$ cat src/rtl/cache_refill_ctrl_if.sv
// Bus bundle between the refill controller, the decoder/tag lookup and main memory.
// The master side is the refill controller.
interface cache_refill_ctrl_if #(
    parameter int ADDR_WIDTH = 32,
    parameter int DATA_WIDTH = 32,
    parameter int BEATS      = 4
);
    logic                          cache_en;
    logic [ADDR_WIDTH-1:0]         addr;
    logic [3:0]                    hit_en;
    logic                          cpu_stall;
    logic                          mem_req_valid;
    logic                          mem_req_ready;
    logic [ADDR_WIDTH-1:0]         mem_req_addr;
    logic                          mem_rdata_valid;
    logic [DATA_WIDTH-1:0]         mem_rdata;
    logic [BEATS*DATA_WIDTH-1:0]   refill_line;
    logic                          read_main_memory_en;
    logic [ADDR_WIDTH-1:0]         addr_to_main_memory;
    logic [15:0]                   refill_cnt;

    modport master (
        input  cache_en, addr, hit_en, mem_req_ready, mem_rdata_valid, mem_rdata,
        output cpu_stall, mem_req_valid, mem_req_addr, refill_line,
               read_main_memory_en, addr_to_main_memory, refill_cnt
    );

    modport slave (
        output cache_en, addr, hit_en, mem_req_ready, mem_rdata_valid, mem_rdata,
        input  cpu_stall, mem_req_valid, mem_req_addr, refill_line,
               read_main_memory_en, addr_to_main_memory, refill_cnt
    );
endinterface

$ cat src/rtl/cache_refill_ctrl.sv
// Cache miss refill controller: requests a line from main memory, assembles its beats,
// then commits the line to the tag/data RAMs with a one-cycle strobe.
module cache_refill_ctrl #(
    parameter int ADDR_WIDTH = 32,
    parameter int DATA_WIDTH = 32,
    parameter int BEATS      = 4
) (
    input  logic               clk,
    input  logic               rst_n,
    cache_refill_ctrl_if.master bus
);
    localparam int CW = (BEATS > 1) ? $clog2(BEATS) : 1;
    localparam logic [CW-1:0] LAST_BEAT = CW'(BEATS - 1);
    localparam logic [ADDR_WIDTH-1:0] LINE_MASK = ~ADDR_WIDTH'(15);

    typedef enum logic [2:0] {
        S_IDLE, S_REQ, S_FILL, S_COMMIT, S_SETTLE
    } state_t;

    state_t                r_state;
    state_t                w_state_next;
    logic [ADDR_WIDTH-1:0] r_line_addr;
    logic [CW-1:0]         r_cnt;
    logic [15:0]           r_refill_cnt;
    logic                  w_miss;
    logic                  w_beat;

    assign w_miss = bus.cache_en && (bus.hit_en == 4'b0000);
    assign w_beat = (r_state == S_FILL) && bus.mem_rdata_valid;

    always_ff @(posedge clk or negedge rst_n) begin
        if (!rst_n) r_state <= S_IDLE;
        else        r_state <= w_state_next;
    end

    always_comb begin
        w_state_next = r_state;
        case (r_state)
            S_IDLE:   if (w_miss) w_state_next = S_REQ;
            S_REQ:    if (bus.mem_req_ready) w_state_next = S_FILL;
            S_FILL:   if (w_beat && r_cnt == LAST_BEAT) w_state_next = S_COMMIT;
            S_COMMIT: w_state_next = S_SETTLE;
            S_SETTLE: w_state_next = S_IDLE;
            default:  w_state_next = S_IDLE;
        endcase
    end

    always_comb begin
        bus.cpu_stall           = (r_state != S_IDLE) || w_miss;
        bus.mem_req_valid       = (r_state == S_REQ);
        bus.mem_req_addr        = (r_state == S_REQ) ? r_line_addr : '0;
        bus.read_main_memory_en = (r_state == S_COMMIT);
        bus.addr_to_main_memory = r_line_addr;
        bus.refill_cnt          = r_refill_cnt;
    end

    // The line address is captured only on the miss so the tag RAM sees a stable value
    // from the following cycle through COMMIT.
    always_ff @(posedge clk or negedge rst_n) begin
        if (!rst_n) begin
            r_line_addr  <= '0;
            r_cnt        <= '0;
            r_refill_cnt <= '0;
        end else begin
            if (r_state == S_IDLE && w_miss)
                r_line_addr <= bus.addr & LINE_MASK;
            if (r_state == S_REQ && bus.mem_req_ready)
                r_cnt <= '0;
            else if (w_beat)
                r_cnt <= r_cnt + CW'(1);
            if (r_state == S_COMMIT && r_refill_cnt != 16'hFFFF)
                r_refill_cnt <= r_refill_cnt + 16'd1;
        end
    end

    genvar gi;
    generate
        for (gi = 0; gi < BEATS; gi++) begin : g_lane
            logic [DATA_WIDTH-1:0] r_word;
            always_ff @(posedge clk or negedge rst_n) begin
                if (!rst_n)
                    r_word <= '0;
                else if (w_beat && r_cnt == CW'(gi))
                    r_word <= bus.mem_rdata;
            end
            assign bus.refill_line[gi*DATA_WIDTH +: DATA_WIDTH] = r_word;
        end
    endgenerate
endmodule

$ cat src/flat_wrapper.sv
// flat-port wrapper written by rule: the top's interface ports become plain ports
module cache_refill_ctrl_flat 
#(
    parameter int ADDR_WIDTH = 32,
    parameter int DATA_WIDTH = 32,
    parameter int BEATS      = 4
)
  (clk, rst_n, bus_cache_en, bus_addr, bus_hit_en, bus_mem_req_ready, bus_mem_rdata_valid, bus_mem_rdata, bus_cpu_stall, bus_mem_req_valid, bus_mem_req_addr, bus_refill_line, bus_read_main_memory_en, bus_addr_to_main_memory, bus_refill_cnt);
  cache_refill_ctrl_if #(.ADDR_WIDTH(ADDR_WIDTH), .DATA_WIDTH(DATA_WIDTH), .BEATS(BEATS)) bus_i ();
  input  logic clk;
  input  logic rst_n;
  input wire logic [$bits(bus_i.cache_en)-1:0] bus_cache_en;
  input wire logic [$bits(bus_i.addr)-1:0] bus_addr;
  input wire logic [$bits(bus_i.hit_en)-1:0] bus_hit_en;
  input wire logic [$bits(bus_i.mem_req_ready)-1:0] bus_mem_req_ready;
  input wire logic [$bits(bus_i.mem_rdata_valid)-1:0] bus_mem_rdata_valid;
  input wire logic [$bits(bus_i.mem_rdata)-1:0] bus_mem_rdata;
  output wire logic [$bits(bus_i.cpu_stall)-1:0] bus_cpu_stall;
  output wire logic [$bits(bus_i.mem_req_valid)-1:0] bus_mem_req_valid;
  output wire logic [$bits(bus_i.mem_req_addr)-1:0] bus_mem_req_addr;
  output wire logic [$bits(bus_i.refill_line)-1:0] bus_refill_line;
  output wire logic [$bits(bus_i.read_main_memory_en)-1:0] bus_read_main_memory_en;
  output wire logic [$bits(bus_i.addr_to_main_memory)-1:0] bus_addr_to_main_memory;
  output wire logic [$bits(bus_i.refill_cnt)-1:0] bus_refill_cnt;
  assign bus_i.cache_en = bus_cache_en;
  assign bus_i.addr = bus_addr;
  assign bus_i.hit_en = bus_hit_en;
  assign bus_i.mem_req_ready = bus_mem_req_ready;
  assign bus_i.mem_rdata_valid = bus_mem_rdata_valid;
  assign bus_i.mem_rdata = bus_mem_rdata;
  assign bus_cpu_stall = bus_i.cpu_stall;
  assign bus_mem_req_valid = bus_i.mem_req_valid;
  assign bus_mem_req_addr = bus_i.mem_req_addr;
  assign bus_refill_line = bus_i.refill_line;
  assign bus_read_main_memory_en = bus_i.read_main_memory_en;
  assign bus_addr_to_main_memory = bus_i.addr_to_main_memory;
  assign bus_refill_cnt = bus_i.refill_cnt;
  cache_refill_ctrl #(.ADDR_WIDTH(ADDR_WIDTH), .DATA_WIDTH(DATA_WIDTH), .BEATS(BEATS)) u_core (.clk(clk), .rst_n(rst_n), .bus(bus_i));
endmodule
$ cat config.mk
export PLATFORM = sky130hd
export DESIGN_NAME = cache_refill_ctrl_flat
export DESIGN_NICKNAME = d
export VERILOG_FILES = /design/src/rtl/cache_refill_ctrl_if.sv /design/src/rtl/cache_refill_ctrl.sv /design/src/flat_wrapper.sv
export SDC_FILE = /design/constraint.sdc
export NUM_CORES = 1
export LEC_CHECK = 0
export CAP_MARGIN = 30
export CORE_MARGIN = 10
export CORE_UTILIZATION = 49
export CTS_BUF_LIST = sky130_fd_sc_hd__clkbuf_4
export DETAILED_ROUTE_END_ITERATION = 10
export GPL_TIMING_DRIVEN = 0
export PLACE_DENSITY = 0.89
export SYNTH_ARGS = -nofsm -noshare
export SYNTH_HDL_FRONTEND = slang
export SYNTH_SLANG_ARGS = --single-unit
export TNS_END_PERCENT = 5
$ cat constraint.sdc
create_clock -name clk -period 5.2 [get_ports clk]
set_clock_uncertainty 0.2 [all_clocks]
set_input_delay 0.78 -clock clk [delete_from_list [all_inputs] [get_ports clk]]
set_output_delay 0.78 -clock clk [all_outputs]
set_load 0.01 [all_outputs]
After elaboration in Yosys (flattened, before gate mapping):

Index checks and enable logic that the tools add are counted.

* bits in registers: 177
* latch bits: 0
* bits in writable memories: 0
* memory bits (read-only): 0
* output and inout port bits: 211
* word-level logic and storage cells: 43
* memories kept: 0

* add/subtract/negate cells: 2
* multiply operators: 0
* div/mod/pow operators: 0
* order comparisons: 0
* equal/unequal tests: 10
* shifts and indexed selects: 0
* multiplexer cells: 7
* bitwise logic cells: 0
* reduce and logical (&&, ||, !) cells: 16

Operator list (count)
* 32-bit 2-to-1 mux: 1
* 16-bit by 1-bit adder with 16-bit output (second input constant): 1
* 16-bit inequality test (second input constant): 1
* 3-bit one-hot mux with 4 select lines: 1
* 1-bit logical AND: 9
* 3-bit 2-to-1 mux: 3
* 3-bit by 2-bit equality test with 1-bit output (second input constant): 2
* 2-bit equality test (second input constant): 2
* 4-bit logical NOT: 1
* 2-bit 2-to-1 mux: 2
* 2-bit inequality test (second input constant): 2
* 3-bit by 1-bit equality test with 1-bit output (second input constant): 1
* 3-bit logical NOT: 1
* 3-bit AND reduction: 1
* 3-bit nonzero test: 1
* 2-bit by 1-bit adder with 2-bit output (second input constant): 1
* 2-bit by 1-bit equality test with 1-bit output (second input constant): 1
* 2-bit logical NOT: 1
* 2-bit by 1-bit inequality test with 1-bit output (second input constant): 1
* 2-bit nonzero test: 1
* 1-bit logical OR: 1

Depth between registers and ports, before layout:

Gate-level depths: netlist of the first run.

* depth after elaboration: 5
* mapped depth: 6
* mapped depth without buffers: 5

Worst setup path after synthesis of the first run:

Ideal clock, no wire load.

* path kind: in2reg
* start point: input port bus_hit_en[1]
* end point: register u_core.r_line_addr[11] (netlist: u_core.bus.addr_to_main_memory[11])
* arrival: 2.043 ns
* required time: 4.875 ns
* setup slack: 2.832 ns
* cell stages on the path: 5
* path buffers: 2
* cells stage by stage: nor4_1 > and3_1 > buf_2 > buf_4 > mux2_2

* word-level cells in the longest chain between the ends: 3

RTL lines
* start: declaration: RTL line flat_wrapper.sv:14 `input wire logic [$bits(bus_i.hit_en)-1:0] bus_hit_en;`
* 4-bit logical NOT: RTL line cache_refill_ctrl.sv:28 `assign w_miss = bus.cache_en && (bus.hit_en == 4'b0000);`
* 1-bit logical AND: RTL line cache_refill_ctrl.sv:28
* 1-bit logical AND: RTL line cache_refill_ctrl.sv:65 `if (r_state == S_IDLE && w_miss)`
* end signal: assignment: RTL line cache_refill_ctrl.sv:66 `r_line_addr <= bus.addr & LINE_MASK;`
* end: declaration: RTL line cache_refill_ctrl.sv:22 `logic [ADDR_WIDTH-1:0] r_line_addr;`

No other way between the ends.
A chain may end at the register's enable or synchronous reset.

Worst setup path after layout of the first run:

* start point: register u_core.r_state[0]
* end point: output port bus_mem_req_addr[28]

* word-level cells in the longest chain between the ends: 2

RTL lines
* start: declaration: RTL line cache_refill_ctrl.sv:20 `state_t r_state;`
* start signal: assignment: RTL line cache_refill_ctrl.sv:33 `else r_state <= w_state_next;`
* 3-bit by 1-bit equality test with 1-bit output: RTL line cache_refill_ctrl.sv:51 `bus.mem_req_addr = (r_state == S_REQ) ? r_line_addr : '0;`
* 32-bit 2-to-1 mux: RTL line cache_refill_ctrl.sv:51
* end: declaration: RTL line flat_wrapper.sv:20 `output wire logic [$bits(bus_i.mem_req_addr)-1:0] bus_mem_req_addr;`

No other way between the ends.

==> results of run 1 <==
==> report_power, final <==
group / switching (mW) / leakage, nW / internal (mW)
logic: 0.979 / 2.38 / 1.64
registers: 0.379 / 2.24 / 1.98
clock network: 0.450 / 0.151 / 0.282
==> cells by family after synthesis <==
logic type	Yosys count
fa+ha+maj	5
mux	160
other cells	1
xor+xnor	14
buf+inv	32
compound gates	6
flops	177
simple gates	81
==> placed cells by master (no fill, tap or decap), drive strengths merged, types with 6 or more instances in the layout <==
cell	netlist	routed
clkdlybuf4s50	0	270
dfrtp	177	177
mux2	159	159
and2	28	28
buf	24	26
clkbuf	3	20
nand2	14	14
xor2	10	10
clkinv	0	9
conb	1	8
inv	5	8
nand3	7	7
nor4	7	7
nor2	6	6
==> area by class of cell <==
| cell class | instances | share of cell area |
|---|---|---|
| Clock inverter | 15 | 0.0133 |
| Inverter | 5 | 0.00178 |
| Multi-Input combinational cell | 274 | 0.248 |
| Antenna cell | 1 | 0.000237 |
| Tap cell | 184 | 0.0218 |
| Buffer | 27 | 0.0219 |
| Sequential cell | 177 | 0.420 |
| Timing Repair Buffer | 273 | 0.261 |
| Clock buffer | 17 | 0.0121 |
==> per-stage QoR <==
stage	instances	power, mW	cell area [um2]
after floorplan	483	3.38	7290
after global placement	938	4.93	10200
after detailed placement	939	5.06	10300
after CTS	972	5.80	10500
after global routing	973	6.03	10500
final	973	5.71	10500
==> worst register-to-register path: cells and delay by family (launching register included) <==
family                 cells  cell delay [ns]
buffers and inverters      3             0.66
muxes                      1             0.36
and+or+nand+nor            2             0.42
DFF                        1             0.37
==> state kept, by name (all words and copies together) (netlist names) <==
register and flops:
u_core.bus.addr_to_main_memory 28, u_core.r_state 3, u_core.r_cnt 2, u_core.g_lane.r_word 128, u_core.bus.refill_cnt 16
==> what timing repair did <==
| action | CTS | global route |
|---|---|---|
| buffers inserted | 0 | 0 |
| endpoints found under the hold margin | 46 | 0 |
| hold buffers | 1 | 0 |
==> cell usage after synthesis, types with 2 or more instances <==
cell,count
sky130_fd_sc_hd__nand4_1,5
sky130_fd_sc_hd__a21oi_1,4
sky130_fd_sc_hd__nor4_1,5
sky130_fd_sc_hd__mux2_4,10
sky130_fd_sc_hd__dfrtp_1,177
sky130_fd_sc_hd__inv_1,5
sky130_fd_sc_hd__nor3_1,3
sky130_fd_sc_hd__ha_1,5
sky130_fd_sc_hd__nor2_1,6
sky130_fd_sc_hd__nand2_1,9
sky130_fd_sc_hd__xor2_1,10
sky130_fd_sc_hd__nand3_1,7
sky130_fd_sc_hd__buf_2,2
sky130_fd_sc_hd__mux2_2,148
sky130_fd_sc_hd__and2_1,28
sky130_fd_sc_hd__buf_6,12
sky130_fd_sc_hd__clkbuf_1,3
sky130_fd_sc_hd__buf_4,10
sky130_fd_sc_hd__nand2_4,4
sky130_fd_sc_hd__xnor2_1,4
==> worst max-delay path by stage <==
stage,from,end,slack [ns],cells after the start
after floorplan,bus_hit_en[1],u_core.bus.addr_to_main_memory[11],2.83,5
after global placement,rst_n,u_core.bus.refill_cnt[1],-3.55,1
after detailed placement,bus_hit_en[1],bus_cpu_stall,1.82,5
after CTS,u_core.r_state[0],bus_mem_req_addr[28],1.52,5
after global routing,u_core.r_state[0],bus_mem_req_addr[29],1.39,5
final,u_core.r_state[0],bus_mem_req_addr[28],1.63,5
==> per-layer routing <==
layer,track usage,up-vias,routed length (um)
met5,0,-,0
met4,0.0511,0,221
met3,0.0724,16,1670
met2,0.347,185,10600
met1,0.216,2450,7410
li1,-,2250,-
==> out/results.md, run 1 <==
| Metric | Reported |
|---|---|
| Result of the run | finished, final reports clean |
| Number of top-level pins | 284 |
| EDFF count, synth | 0 |
| Launch instance of the worst register-to-register path | u_core.r_state[0] |
| Critical hold path startpoint | u_core.bus.refill_cnt[6] |
| Fin Setup TNS | 0 ns |
| Number of buffers inserted during clock tree synthesis | 17 |
| Flip-flop and latch area | 0.00443 mm2 |
| Number of gates resized after cts | 0 |
| Kind of start point of the critical path | flop |
| VDD IR-drop max | 0.253 mV |
| Share of synthesized area spent on multiplexers | 0.253 |
| Routed vias/inst | 5.04 |
| Fraction of the yosys area taken by sequential cells | 0.610 |
| Proportion of layout cells with a drive suffix above 1 | 0.286 |
| Growth of design area from synthesis to finish | 45.2% |
| Unrepaired setup endpoints after global routing | false |
| Path class of the lowest-slack min-delay path | flop to flop |
| Slew Viols, Final | 0 |
| Initial drt markers | 200 |
| Fin Hold WS | 0.312 ns |
| Initial standard-cell utilization of the core | 0.500 |
| Antenna violations before repair | 1 |
| First-pass GRT wire length | 30,700 um |
| Cell at the root of the clock tree | sky130_fd_sc_hd__clkbuf_4 |
| Average detailed-routed wire length per instance | 20.5 um |
| Worst Path Class, Setup | flop to output pin |
| Residual overflow from global routing | 0 |
| Required arrival time at the worst endpoint | 4.22 ns |
| Cell family with most CP delay | buffers and inverters |
| Worst path slowest cell | sky130_fd_sc_hd__clkdlybuf4s50_1 |
| Post-Synthesis Cells | 476 |
| Placeable core area | 0.0145 mm2 |
| Cells taking the most area after synthesis | sky130_fd_sc_hd__dfrtp_1 (61%), sky130_fd_sc_hd__mux2_2 (23%), sky130_fd_sc_hd__and2_1 (2.4%) |
| Total of fill cells in the finished design | 927 |
| Worst slack after detailed placement | 1.82 ns |
| Data arrival time of the critical path | 2.59 ns |
| Dominant combinational cell family by area after synthesis | multiplexers |
| Total number of vias | 4,901 |
| CTS tree | built |
| Max-cap violations | 0 |
| Synthesized-area fraction occupied by xor and xnor cells | 0.0169 |
| Post-CTS clock slew at the launch and capture registers of the worst setup and hold paths | 0.13 ns |
| H-tree lvl count | 4 |
| Post-route antenna net violation count | 0 |
| Maximum number of pins on one net before global-route repair | 132 |
| Worst-Margin Slew | 0.631 ns |
| Setup ws final | 1.63 ns |
| Power density over the cells | 541 mW/mm2 |
| Setup slack of the most critical reg-to-reg path | 3.11 ns |
| Most used flip-flop cell after synthesis | sky130_fd_sc_hd__dfrtp_1 |
| HPWL Detailed | 15,700 um |
| Area fraction in compound gates after synthesis | 0.00465 |
| List of cells traversed by the critical path | buf_2, nor3b_1, clkbuf_1, and2_1, clkdlybuf4s50_1 |
| # DRC | 0 |
| Portion of the clock cycle consumed by the worst path in the final layout | 0.687 |
| Highest clock frequency the design can meet | 0.280 GHz |
| Top fanout value on the critical path | 10 |
| Library cell with the largest summed area after synthesis | sky130_fd_sc_hd__dfrtp_1 |
| Routed wire length | 19,900 um |
| First-pass iteration count of the detailed router | 4 |
| Flops & latches, synth | 177 |
| Endpoint of the most critical register-to-register path | u_core.bus.addr_to_main_memory[26] |
| Maximum cell stage delay along the critical path | 0.57 ns |
| Depth of the worst register-to-register path | 6 |
| Tot GR Track Use | 0.196 |
| Cell count of the worst hold path | 1 |
| Relative slew slack | 0.579 |
| Die Y | 142 um |
| Mean cell area of the mapped netlist | 15.3 um2 |
| Buffers and inverters on the worst path | 3 |
| Share of flip-flops with an asynchronous set or reset | 1.00 |
| Total leakage power | 4.77 nW |
| Max Buffers Root-to-Sink | 2 |
| Sink of the worst hold path | u_core.bus.refill_cnt[6] |
| Post-synthesis cell area | 0.00727 mm2 |
| Net total in the final layout | 853 |
| Final hold viol count | 0 |
| Die Outline Area | 0.0201 mm2 |
| CTS sink cnt | 177 |
| Die boundary width | 142 um |
| Simple-Gate Fraction of Synth Area | 0.0723 |
| Nature of the critical path endpoint | output pin |
| Post-synthesis share of cell area spent on full adders, half adders and majority gates | 0.00861 |
| Final weighted congestion in routability-driven placement | 0.805 |
| Area of the multi-input gates | 0.00261 mm2 |
| # port buffers | 271 |
| Utilization of the core after routing | 0.726 |
| Number of distinct library cell variants in the gate-level netlist after synthesis | 39 |
| Later-pin clock latency in the skew report | 0.54 ns |
| Share of the synthesized area in the top cell type | 0.610 |
| Vias in the first global route | 5,364 |
| Count of synthesis-stage warnings from yosys | 0 |
| Number of cell rows | 44 |
| Post-layout minimum cycle time | 3.57 ns |
| Number of setup violations in the final report | 0 |
No activity file was read; power rests on OpenSTA's default activity.
==> run 2, diff against run 1 <==
Settings changed: CORE_UTILIZATION 49 to 41, PLACE_DENSITY 0.89 to 0.79.
Clock period 5.2 ns to 3.2 ns, I/O delays scaled along.
==> out/results.md, run 2 (synthesis results as in run 1) <==
| Metric | Reported |
|---|---|
| First-pass GRT wire length | 32,200 um |
| Result of the run | finished, final reports clean |
| Slew Viols, Final | 0 |
| Die Outline Area | 0.0234 mm2 |
| Later-pin clock latency in the skew report | 0.54 ns |
| Portion of the clock cycle consumed by the worst path in the final layout | 0.930 |
| Nature of the critical path endpoint | output pin |
| Routed vias/inst | 4.92 |
| First-pass iteration count of the detailed router | 4 |
| Worst-Margin Slew | 0.633 ns |
| Number of cell rows | 48 |
| Register name with the most flops | u_core.g_lane.r_word |
| Die boundary width | 153 um |
| Highest clock frequency the design can meet | 0.336 GHz |
| Endpoint of the most critical setup path | bus_mem_req_addr[24] |
| Kind of start point of the critical path | flop |
| Post-layout minimum cycle time | 2.98 ns |
| Max Buffers Root-to-Sink | 2 |
| CTS sink cnt | 177 |
| Utilization of the core after routing | 0.613 |
| Post-CTS clock slew at the launch and capture registers of the worst setup and hold paths | 0.16 ns |
| Number of top-level pins | 284 |
| VDD IR-drop max | 0.483 mV |
| Max-cap violations | 0 |
| Depth of the worst register-to-register path | 6 |
| Placeable core area | 0.0174 mm2 |
| Path class of the lowest-slack min-delay path | primary input to async pin |
| Worst Path Class, Setup | flop to output pin |
| # DRC | 0 |
| HPWL Detailed | 15,800 um |
| Final hold viol count | 0 |
| Number of buffers inserted during clock tree synthesis | 17 |
| Critical Path Source | u_core.r_state[0] |
| Most used cells in the layout excluding fill and tap cells | sky130_fd_sc_hd__clkdlybuf4s50_1 (270), sky130_fd_sc_hd__dfrtp_1 (177), sky130_fd_sc_hd__mux2_2 (148) |
| Net total in the final layout | 853 |
| Number of setup violations in the final report | 0 |
| Buffers inserted by post-CTS timing repair | 0 |
| Initial standard-cell utilization of the core | 0.419 |
| Required arrival time at the worst endpoint | 2.52 ns |
| Launch instance of the worst register-to-register path | u_core.r_state[0] |
| Total leakage power | 4.77 nW |
| Routed wire length | 20,400 um |
| Data arrival time of the critical path | 2.30 ns |
| Antenna violations before repair | 1 |
| Maximum cell stage delay along the critical path | 0.55 ns |
| Die Y | 153 um |
| Post-route antenna net violation count | 0 |
| CTS tree | built |
| Worst path slowest cell | sky130_fd_sc_hd__clkdlybuf4s50_1 |
| Vias in the first global route | 5,522 |
| Post-layout power | 9.33 mW |
| # port buffers | 271 |
| Unrepaired setup endpoints after global routing | false |
| H-tree lvl count | 4 |
| Final weighted congestion in routability-driven placement | 0.806 |
| Power density over the cells | 878 mW/mm2 |
| Cell at the root of the clock tree | sky130_fd_sc_hd__clkbuf_4 |
| Initial drt markers | 173 |
| Fin Hold WS | 0.278 ns |
| Proportion of layout cells with a drive suffix above 1 | 0.293 |
| Growth of design area from synthesis to finish | 46.3% |
| Maximum number of pins on one net before global-route repair | 96 |
| Total of fill cells in the finished design | 1,306 |
| Most common cell after layout, fill and taps aside | sky130_fd_sc_hd__clkdlybuf4s50_1 |
| Total number of vias | 4,986 |
| List of cells traversed by the critical path | buf_2, nor3b_2, clkbuf_4, and2_1, clkdlybuf4s50_1 |
| Largest register FFs | 128 |
| Tot GR Track Use | 0.171 |
| Endpoint of the most critical register-to-register path | u_core.bus.addr_to_main_memory[19] |
| Average detailed-routed wire length per instance | 20.1 um |
| Top fanout value on the critical path | 10 |
| Residual overflow from global routing | 0 |
| Setup slack of the most critical reg-to-reg path | 1.14 ns |
| Relative slew slack | 0.578 |
==> run 2: how the worst min path moves through the flow <==
stage / from / to / slack, ns
floorplan: rst_n / u_core.bus.addr_to_main_memory[10] / -0.02
global placement: u_core.g_lane[2].r_word[22] / u_core.g_lane[2].r_word[22] / 0.28
detailed placement: u_core.g_lane[2].r_word[22] / u_core.g_lane[2].r_word[22] / 0.28
CTS: rst_n / u_core.g_lane[1].r_word[26] / 0.25
global route: rst_n / u_core.g_lane[0].r_word[26] / 0.27
finish: rst_n / u_core.g_lane[3].r_word[26] / 0.28
==> run 2: layout make-up <==
type                       count  area [um2]  share of cell area
sequential                   177        4430               0.417
antenna                        1        2.50            0.000235
timing repair buffer         273        2760               0.259
buffer                        27         238              0.0224
clock inverter                14         155              0.0146
clock buffer                  18         135              0.0127
multi-input combinational    274        2620               0.246
inverter                       5        18.8             0.00177
tap                          225         282              0.0265
==> run 2: stage by stage <==
step	cells	cell area (um2)	setup WS [ns]	TNS (ns)
2_1_floorplan	483	7290	1.13	0
3_3_place_gp	979	10300	-5.36	-945.61
3_5_place_dp	980	10300	0.398	0
4_1_cts	1013	10600	0.0591	0
5_1_grt	1014	10600	0.0303	0
6_report	1014	10600	0.224	0
==> run 2: metal layers <==
metal | track usage | part of all wire | vias up
met5 | 0 | 0 | -
met3 | 0.0544 | 0.066 | 20
met4 | 0.0527 | 0.017 | 0
met2 | 0.295 | 0.52 | 161
met1 | 0.196 | 0.40 | 2550
li1 | - | - | 2255
==> run 2: power breakdown <==
part           total, mW  switching, mW  internal [mW]
Clock               1.25          0.831          0.419
Combinational       4.25           1.58           2.67
Sequential          3.83          0.612           3.22
Total               9.33           3.03           6.30
==> run 2: critical path: cells and delay by family (launching register included) <==
| family | cells | cell delay [ns] |
|---|---|---|
| flip-flops | 1 | 0.34 |
| AND/OR/NAND/NOR | 2 | 0.42 |
| buffers and inverters | 3 | 1.01 |
==> run 2: repair_timing <==
item	in CTS	in global routing
setup endpoints to repair	28	16
hold buffers	1	0
cloned	0	0
endpoints found under the hold margin	82	0
pin swaps	0	0
gates resized for setup	3	4
==> run 3, diff against run 2 <==
Settings changed: ABC_CLOCK_PERIOD_IN_PS set to 3200, CORE_MARGIN 10 to 1.5, SKIP_LAST_GASP set to 1.
==> out/results.md, run 3 (synthesis results as in run 1) <==
| Metric | Reported |
|---|---|
| Result of the run | finished, final reports clean |
| Worst path slowest cell | sky130_fd_sc_hd__clkdlybuf4s50_1 |
| Placeable core area | 0.0173 mm2 |
| Initial drt markers | 221 |
| Highest clock frequency the design can meet | 0.332 GHz |
| Path class of the lowest-slack min-delay path | primary input to async pin |
| Vias in the first global route | 5,187 |
| Data arrival time of the critical path | 2.33 ns |
| Routed vias/inst | 4.87 |
| Number of top-level pins | 284 |
| HPWL Detailed | 13,300 um |
| Setup ws final | 0.192 ns |
| Power density over the cells | 880 mW/mm2 |
| First-pass iteration count of the detailed router | 4 |
| Die boundary width | 136 um |
| Final weighted congestion in routability-driven placement | 0.807 |
| Relative slew slack | 0.628 |
| Growth of design area from synthesis to finish | 46.8% |
| Total of fill cells in the finished design | 1,286 |
| Die Y | 136 um |
| Setup slack of the most critical reg-to-reg path | 1.08 ns |
| Worst Path Class, Setup | flop to output pin |
| Register name with the most flops | u_core.g_lane.r_word |
| Max-cap violations | 0 |
| Max Buffers Root-to-Sink | 2 |
| Total number of vias | 4,931 |
| Post-CTS clock slew at the launch and capture registers of the worst setup and hold paths | 0.16 ns |
| Routed wire length | 17,800 um |
| Area of the multi-input gates | 0.00262 mm2 |
| First-pass GRT wire length | 27,900 um |
| Flip-flop and latch area | 0.00443 mm2 |
| VDD IR-drop max | 0.453 mV |
| Kind of start point of the critical path | flop |
| Most common cell after layout, fill and taps aside | sky130_fd_sc_hd__clkdlybuf4s50_1 |
| Worst slack after detailed placement | 0.436 ns |
| Post-layout minimum cycle time | 3.01 ns |
| Average detailed-routed wire length per instance | 17.6 um |
| Cell at the root of the clock tree | sky130_fd_sc_hd__clkbuf_4 |
| H-tree lvl count | 4 |
| Depth of the worst register-to-register path | 6 |
| # DRC | 0 |
| Met2 WL | 9220 um |
| Met1 wire length | 7270 um |
| Launch instance of the worst register-to-register path | u_core.r_state[0] |
| CTS tree | built |
| Maximum cell stage delay along the critical path | 0.56 ns |
| Highest metal used | met4 |
| Number of cell rows | 48 |
| Initial standard-cell utilization of the core | 0.420 |
| Residual overflow from global routing | 0 |
| Total leakage power | 4.79 nW |
| Final Cell Area | 0.0107 mm2 |
| Nature of the critical path endpoint | output pin |
| Endpoint of the most critical register-to-register path | u_core.bus.addr_to_main_memory[26] |
| Tot GR Track Use | 0.197 |
| Most used cells in the layout excluding fill and tap cells | sky130_fd_sc_hd__clkdlybuf4s50_1 (270), sky130_fd_sc_hd__dfrtp_1 (177), sky130_fd_sc_hd__mux2_2 (148) |
| Post-route antenna net violation count | 0 |
| Worst-Margin Slew | 0.558 ns |
| Number of setup violations in the final report | 0 |
| Final hold viol count | 0 |
| Later-pin clock latency in the skew report | 0.54 ns |
| Top fanout value on the critical path | 10 |
| List of cells traversed by the critical path | buf_2, nor3b_2, clkbuf_2, and2_1, clkdlybuf4s50_1 |
| Unrepaired setup endpoints after global routing | true |
| CTS sink cnt | 177 |
| Maximum number of pins on one net before global-route repair | 113 |
| Required arrival time at the worst endpoint | 2.52 ns |
| Largest register FFs | 128 |
| Portion of the clock cycle consumed by the worst path in the final layout | 0.940 |
| Post-detailed-placement cell area | 0.0103 mm2 |
| # port buffers | 271 |
| Number of buffers inserted during clock tree synthesis | 17 |
| Net total in the final layout | 853 |
| Slew Viols, Final | 0 |
| Met3 wirelength from detailed routing | 1050 um |
| Antenna violations before repair | 1 |
| Proportion of layout cells with a drive suffix above 1 | 0.292 |
| Die Outline Area | 0.0185 mm2 |
==> run 3: cell types whose count changed in the layout (fill, tap and decap cells not counted) <==
cell | before | now
sky130_fd_sc_hd__clkbuf_2 | 2 | 3
sky130_fd_sc_hd__inv_6 | 2 | 3
sky130_fd_sc_hd__clkinv_8 | 2 | 1
sky130_fd_sc_hd__clkinvlp_4 | 5 | 3
sky130_fd_sc_hd__bufinv_16 | 1 | 3
sky130_fd_sc_hd__clkbuf_4 | 19 | 17
sky130_fd_sc_hd__inv_8 | 1 | 3
sky130_fd_sc_hd__clkinv_4 | 3 | 1
==> run 3: layout make-up <==
class	instances	area share
clock inverter	14	0.0185
multi-input combinational	274	0.245
tap	225	0.0264
clock buffer	17	0.0120
sequential	177	0.415
antenna	1	0.000235
timing repair buffer	273	0.258
inverter	5	0.00176
buffer	27	0.0221
==> run 3: through the flow <==
stage	total power, mW	hold slack [ns]	TNS [ns]	utilization	std cells
2_1_floorplan	5.49	-0.0156	0	-	483
3_3_place_gp	7.92	0.277	-936.37	0.595	979
3_5_place_dp	8.10	0.269	0	0.597	980
4_1_cts	9.50	0.223	-0.387	0.616	1012
5_1_grt	9.92	0.227	-0.0637	0.617	1013
6_report	9.39	0.223	0	0.617	1013
==> run 3: worst max path at each step <==
stage	start	to	slack [ns]
floorplan	bus_hit_en[1]	u_core.bus.addr_to_main_memory[11]	1.13
detailed placement	bus_hit_en[1]	bus_cpu_stall	0.44
global route	u_core.r_state[0]	bus_mem_req_addr[25]	-0.03
global placement	rst_n	u_core.bus.refill_cnt[15]	-5.31
CTS	u_core.r_state[0]	bus_mem_req_addr[5]	-0.07
finish	u_core.r_state[0]	bus_mem_req_addr[25]	0.19
==> run 3: worst max-delay path, delay by kind of cell, from the launching register on <==
| family | cells | cell delay, ns |
|---|---|---|
| flip-flops | 1 | 0.34 |
| buffers and inverters | 3 | 1.02 |
| AND/OR/NAND/NOR | 2 | 0.45 |
==> run 3: repair_timing <==
action,in CTS,in global routing
setup buffers,0,0
hold endpoints to repair,65,0
setup endpoints to repair,28,28
cloned,0,0
hold buffers,1,0
resized for setup,2,3
==> run 3: report_power, final <==
group          internal (mW)  leakage [nW]  switching, mW
Clock                  0.568         0.164          0.809
Sequential              3.22          2.24          0.605
Combinational           2.67          2.39           1.52
Total                   6.45          4.79           2.94
==> run 3: per-layer routing <==
| layer | vias to the layer above | GRT usage |
|---|---|---|
| li1 | 2260 | - |
| met1 | 2483 | 0.236 |
| met2 | 169 | 0.345 |
| met3 | 19 | 0.0466 |
| met4 | 0 | 0.0686 |
| met5 | - | 0 |
